**src/rtl/cla_pkg.sv**
```systemverilog
// Shared types and constants for the word-serial carry-lookahead adder.
package cla_pkg;

  localparam int SLICE_W_DEF = 8;

  typedef enum logic [1:0] {
    IDLE = 2'd0,
    RUN  = 2'd1,
    DONE = 2'd2
  } state_e;

  // Slice index width: at least one bit even for a single-slice build.
  function automatic int idx_w(input int n);
    return (n <= 2) ? 1 : $clog2(n);
  endfunction

endpackage

```
**src/rtl/cla8_slice.sv**
```systemverilog
// Combinational SLICE_W-bit carry-lookahead adder built from generate/propagate terms.
import cla_pkg::*;

module cla8_slice #(
  parameter int SLICE_W = SLICE_W_DEF
) (
  input  logic [SLICE_W-1:0] a,
  input  logic [SLICE_W-1:0] b,
  input  logic               cin,
  output logic [SLICE_W-1:0] s,
  output logic               co
);

  logic [SLICE_W-1:0] g;
  logic [SLICE_W-1:0] p;
  logic [SLICE_W:0]   c;
  logic               pp;
  logic               gg;

  assign g = a & b;
  assign p = a ^ b;

  // Each carry is a flat sum-of-products of g/p terms and cin, not a chain of c[i].
  always_comb begin
    c    = '0;
    pp   = 1'b1;
    gg   = 1'b0;
    c[0] = cin;
    for (int i = 0; i < SLICE_W; i++) begin
      pp = 1'b1;
      gg = 1'b0;
      for (int j = i; j >= 0; j--) begin
        gg = gg | (pp & g[j]);
        pp = pp & p[j];
      end
      c[i+1] = gg | (pp & cin);
    end
  end

  assign s  = p ^ c[SLICE_W-1:0];
  assign co = c[SLICE_W];

endmodule

```
**src/rtl/cla_word_sequencer.sv**
```systemverilog
// Word-serial adder: W-bit operands added one slice per cycle, LSB first, through one CLA slice.
import cla_pkg::*;

module cla_word_sequencer #(
  parameter  int SLICE_W    = SLICE_W_DEF,
  parameter  int NUM_SLICES = 4,
  localparam int W          = SLICE_W * NUM_SLICES
) (
  input  logic         clk,
  input  logic         rst,
  input  logic         in_valid,
  output logic         in_ready,
  input  logic [W-1:0] op_a,
  input  logic [W-1:0] op_b,
  input  logic         cin,
  output logic         out_valid,
  input  logic         out_ready,
  output logic [W-1:0] sum,
  output logic         cout,
  output logic [W:0]   result,
  output logic         busy
);

  localparam int                 IDX_W    = idx_w(NUM_SLICES);
  localparam logic [IDX_W-1:0]   LAST_IDX = IDX_W'(NUM_SLICES - 1);

  state_e             state_q, state_d;
  logic [IDX_W-1:0]   idx_q, idx_d;
  logic               carry_q, carry_d;
  logic [W-1:0]       a_q, a_d;
  logic [W-1:0]       b_q, b_d;
  logic [W-1:0]       acc_q, acc_d;
  logic [W-1:0]       sum_q, sum_d;
  logic               cout_q, cout_d;
  logic               ov_q, ov_d;

  logic [SLICE_W-1:0] sl_s;
  logic               sl_co;

  cla8_slice #(.SLICE_W(SLICE_W)) u_slice (
    .a   (a_q[int'(idx_q)*SLICE_W +: SLICE_W]),
    .b   (b_q[int'(idx_q)*SLICE_W +: SLICE_W]),
    .cin (carry_q),
    .s   (sl_s),
    .co  (sl_co)
  );

  assign in_ready  = (state_q == IDLE) && !rst;
  assign busy      = (state_q != IDLE);
  assign out_valid = ov_q;
  assign sum       = sum_q;
  assign cout      = cout_q;
  assign result    = {cout_q, sum_q};

  always_comb begin
    state_d = state_q;
    idx_d   = idx_q;
    carry_d = carry_q;
    a_d     = a_q;
    b_d     = b_q;
    acc_d   = acc_q;
    sum_d   = sum_q;
    cout_d  = cout_q;
    ov_d    = ov_q;
    case (state_q)
      IDLE: begin
        if (in_valid && in_ready) begin
          a_d     = op_a;
          b_d     = op_b;
          carry_d = cin;
          idx_d   = '0;
          state_d = RUN;
        end
      end
      RUN: begin
        acc_d[int'(idx_q)*SLICE_W +: SLICE_W] = sl_s;
        carry_d = sl_co;
        // Top slice: publish the accumulator including the slice just computed.
        if (idx_q == LAST_IDX) begin
          sum_d   = acc_d;
          cout_d  = sl_co;
          ov_d    = 1'b1;
          state_d = DONE;
        end else begin
          idx_d = idx_q + IDX_W'(1);
        end
      end
      DONE: begin
        if (out_ready) begin
          ov_d    = 1'b0;
          state_d = IDLE;
        end
      end
      default: state_d = IDLE;
    endcase
  end

  always_ff @(posedge clk) begin
    if (rst) begin
      state_q <= IDLE;
      idx_q   <= '0;
      carry_q <= 1'b0;
      a_q     <= '0;
      b_q     <= '0;
      acc_q   <= '0;
      sum_q   <= '0;
      cout_q  <= 1'b0;
      ov_q    <= 1'b0;
    end else begin
      state_q <= state_d;
      idx_q   <= idx_d;
      carry_q <= carry_d;
      a_q     <= a_d;
      b_q     <= b_d;
      acc_q   <= acc_d;
      sum_q   <= sum_d;
      cout_q  <= cout_d;
      ov_q    <= ov_d;
    end
  end

endmodule
```
**config.mk**
```make
export PLATFORM = sky130hd
export DESIGN_NAME = cla_word_sequencer
export DESIGN_NICKNAME = d
export VERILOG_FILES = /design/src/rtl/cla_pkg.sv /design/src/rtl/cla8_slice.sv /design/src/rtl/cla_word_sequencer.sv
export SDC_FILE = /design/constraint.sdc
export NUM_CORES = 1
export LEC_CHECK = 0
export ABC_AREA = 0
export CORE_ASPECT_RATIO = 1.75
export CORE_MARGIN = 2
export CORE_UTILIZATION = 42
export CTS_CLUSTER_SIZE = 12
export DETAILED_ROUTE_END_ITERATION = 7
export GPL_TIMING_DRIVEN = 0
export HOLD_SLACK_MARGIN = 0.1
export PLACE_DENSITY = 0.65
export REMOVE_ABC_BUFFERS = 1
export SLEW_MARGIN = 20
export SYNTH_ARGS = -nofsm -noshare
export SYNTH_HDL_FRONTEND = slang
export SYNTH_SLANG_ARGS = --single-unit
export TNS_END_PERCENT = 30
```
**constraint.sdc**
```tcl
create_clock -name clk -period 4.18 [get_ports clk]
set_input_delay 0.836 -clock clk [delete_from_list [all_inputs] [get_ports clk]]
set_output_delay 0.836 -clock clk [all_outputs]
set_load 0.01 [all_outputs]
```
==> results.md <==
* Number of global-route vias before repair at 5,077
* CP max FO at 21
* Yosys warning count at 0
* Worst-path clk slew at 0.06 ns
* RSZ-0062 raised after global routing: no
* Clk buf depth at 2
* CP max stage delay at between 1 and 1.5 ns
* Fin Clk Skew at approximately 0.0074 ns
* Hold Path Sink: acc_q[15]
* Hold Startpoint: acc_q[15]
* Post-synth EDFFs at 0
* Vias per cell at between 5 and 6
* Setup TNS at 0 ns
* Data required, critical path at 4.52 ns
* Met3 WL at 691 microns
* Die footprint at 15,900 sq um
* Cts repair resizes at 0
* Fin nets at 864
* Wire length per cell at 15.1 microns
* Reg2Reg Setup Slack at 0.67 ns
* Root buffer cell: clkbuf_16
* Reg2Reg Depth at 7
* Via count at 5,249
* CP Cell Sequence: mux4_2, ha_1, a21oi_1, o21ai_0, a211oi_2, a221oi_1, nor3_1
* Row count at 59
* Achievable frequency at 285 MHz
* Inserted Diodes at 0
* Dpl cell area at 7540 sq um
* Syn Area/Cell at 8.93 sq um
* Clk sinks at 135
* Sequential share of the synthesized area at between 40% and 50%
* Int Power at 2.55 mW
* Critical Path End Type: flop
* Switching share of power at around a quarter
* WP data arrival at 3.85 ns
* Final period utilization at 84.1%
* # IOs at 138
* CTS Hold Buffers Added at 0
* Core area at about 15,000 sq um
* CP Class: flop to flop
* Crit start category: flop
* Reg2reg start: idx_q[1]
* Hold Path Class: flop to flop
* Slew Viols, Final at 0
* Power Total at 3.38 mW
* Syn Inst Count at around 700
* Worst VDD drop at 274 uV
* First-pass GRT wire length at 23,600 microns
* Top_reg_cell synth: dfxtp_1
* R2r endpoint: sum[5]
* Mapped Area at 6260 sq um
* Slew HR at 27.0%
* Power share of the clock group at 46.6%
* WL met1 at 5600 microns
* Hold depth at 2
* Setup ws final at 0.665 ns
* Post CTS Setup Buffer Count at 0
* Largest net degree at the start of global routing at 98
* Leakage at 2.90 nW
* Final hold violations at 0
* Tmin final at 3.51 ns
* DR pass1 iterations at 5
* Part of the power in registers at between 40% and 50%
* Share of layout cells above drive strength 1 at under 10%
* Async SR Flop Fraction at 0%
* Slew of the pin with the lowest slew margin at 1.09 ns
* Fill cells at 1,323
* FF/Latch Area at 2700 sq um
* Clk_lat worst skew at around 0.4 ns
* Total track usage at 19.1%
* TritonCTS buffer count at 17
* Max cap viols at 0
* Post-synth cell types at 49
* Buffers on Ports at between 100 and 150
* GP Congestion at about 0.81
* Final setup violation count at 0
* Pwr per Cell Area at 414 nW/um^2
* DR iter-0 viols at 282
* DRC at 0
* Htree depth at 4
* Final ANT Viol Nets at 0
* Dpl ws at 0.640 ns
* Total gr overflow at 0
* CTS tree: built
* Area of the multi-input gates at roughly 3000 sq um
* Syn-to-layout area delta at 30.5%
* Top Layer Used: met4
* Met2 Wirelength at 8030 microns
* DPL Wire Length at 10,500 microns
* Run status: finished, final reports clean
* Die Ht at 166 microns
* Worst path slowest cell: dfxtp_1
* Sw power at 0.836 mW
* Initial antenna violation count at 0
* Fin area at 8170 sq um
* Fin util at 55.6%
* Total routed wirelength at ~15,000 microns
* Flops & latches, synth at around 140
* Combinational share of power at between 10% and 20%
* Chip width at 96.3 microns
* Initial core utilization at 42.6%
-- placed cells by master, fill, tap and decap left out, types with 4 or more instances in the layout --
| cell type | Yosys | routed |
|---|---|---|
| mux4_2 | 16 | 16 |
| nand3_1 | 10 | 10 |
| bufinv_16 | 0 | 4 |
| a22oi_1 | 10 | 10 |
| nor2_1 | 54 | 54 |
| a221oi_1 | 8 | 8 |
| a21oi_1 | 19 | 19 |
| nand2b_1 | 67 | 67 |
| and3_1 | 6 | 6 |
| clkdlybuf4s50_1 | 0 | 136 |
| dfxtp_1 | 135 | 134 |
| nor3_1 | 13 | 12 |
| clkinvlp_4 | 0 | 4 |
| o21ai_0 | 69 | 69 |
| nand2_1 | 93 | 93 |
| ha_1 | 15 | 15 |
| a31o_2 | 4 | 4 |
| a32o_1 | 8 | 8 |
| a32oi_1 | 12 | 12 |
| a211oi_1 | 28 | 28 |
| inv_1 | 10 | 10 |
| o22ai_1 | 4 | 4 |
| clkbuf_16 | 0 | 17 |
-- cell usage after synthesis (12+ instances only) --
cell type	n	area share, %
a211oi_1	28	3.4
a21oi_1	19	1.5
a32oi_1	12	1.7
buf_2	16	1.3
buf_4	34	4.1
clkbuf_1	28	1.7
dfxtp_1	135	43
ha_1	15	3.0
mux4_2	16	5.8
nand2_1	93	5.6
nand2b_1	67	6.7
nor2_1	54	3.2
nor3_1	13	1.0
o21ai_0	69	5.5
-- worst max-delay path, delay by kind of cell, from the launching register on --
| family | cells | cell delay (ns) |
|---|---|---|
| flops | 1 | 1.04 |
| mux | 1 | 0.46 |
| fa+ha+maj | 1 | 0.37 |
| compound gates | 4 | 1.33 |
| simple gates | 1 | 0.21 |
-- area by class of cell --
cell class                 instances  share of cell area [%]
sequential                       135                    33.1
clock buffer                      17                    5.21
inverter                          11                   0.506
timing repair buffer             142                    18.2
tap                              183                    2.80
multi-input combinational        472                    37.8
clock inverter                    14                    2.44
-- cell families (layout without fill, tap and decap cells) --
logic type,Yosys count,after routing,synth area share (%)
AND/OR/NAND/NOR,258,258,19.9
AO/OA/AOI/OAI,176,176,18.6
flip-flops,135,135,43.2
buffers and inverters,94,184,8.02
multiplexers,18,18,6.28
adder cells (fa/ha/maj),16,16,3.32
XOR/XNOR,4,4,0.680
-- power groups by stage --
stage	registers [mW]	clock network, mW	logic [mW]
floorplan	1.41	0	0.237
global placement	1.42	0	0.393
detailed placement	1.42	0	0.418
CTS	1.39	1.60	0.421
global route	1.40	1.66	0.459
finish	1.39	1.58	0.420
-- metrics by stage --
stage / cells / hold slack, ns
2_1_floorplan: 618 / 0.417
3_3_place_gp: 938 / 0.429
3_5_place_dp: 943 / 0.436
4_1_cts: 974 / 0.450
5_1_grt: 974 / 0.477
6_report: 974 / 0.447
-- per-layer routing --
layer  global-route usage [%]  vias to the layer above
met1                     20.7                     2461
met4                     8.25                        0
li1                         -                     2588
met3                     4.04                       29
met5                        0                        -
met2                     34.7                      171
-- state kept, by name, summed over array words and instances (netlist names) --
register	count
carry_q	1
idx_q	2
acc_q	32
state_q	2
b_q	32
sum	32
a_q	32
cout	1
out_valid	1
-- how the worst max path moves through the flow --
stage          startpoint  depth (start not counted)  slack, ns       to
2_1_floorplan         rst                          5       0.57  carry_q
3_3_place_gp          rst                          6      -3.21  carry_q
3_5_place_dp     idx_q[1]                          7       0.64   sum[5]
4_1_cts          idx_q[1]                          7       0.62   sum[5]
5_1_grt          idx_q[1]                          7       0.50  sum[13]
6_report         idx_q[1]                          7       0.67   sum[5]
(Power assumes the default switching activity.)
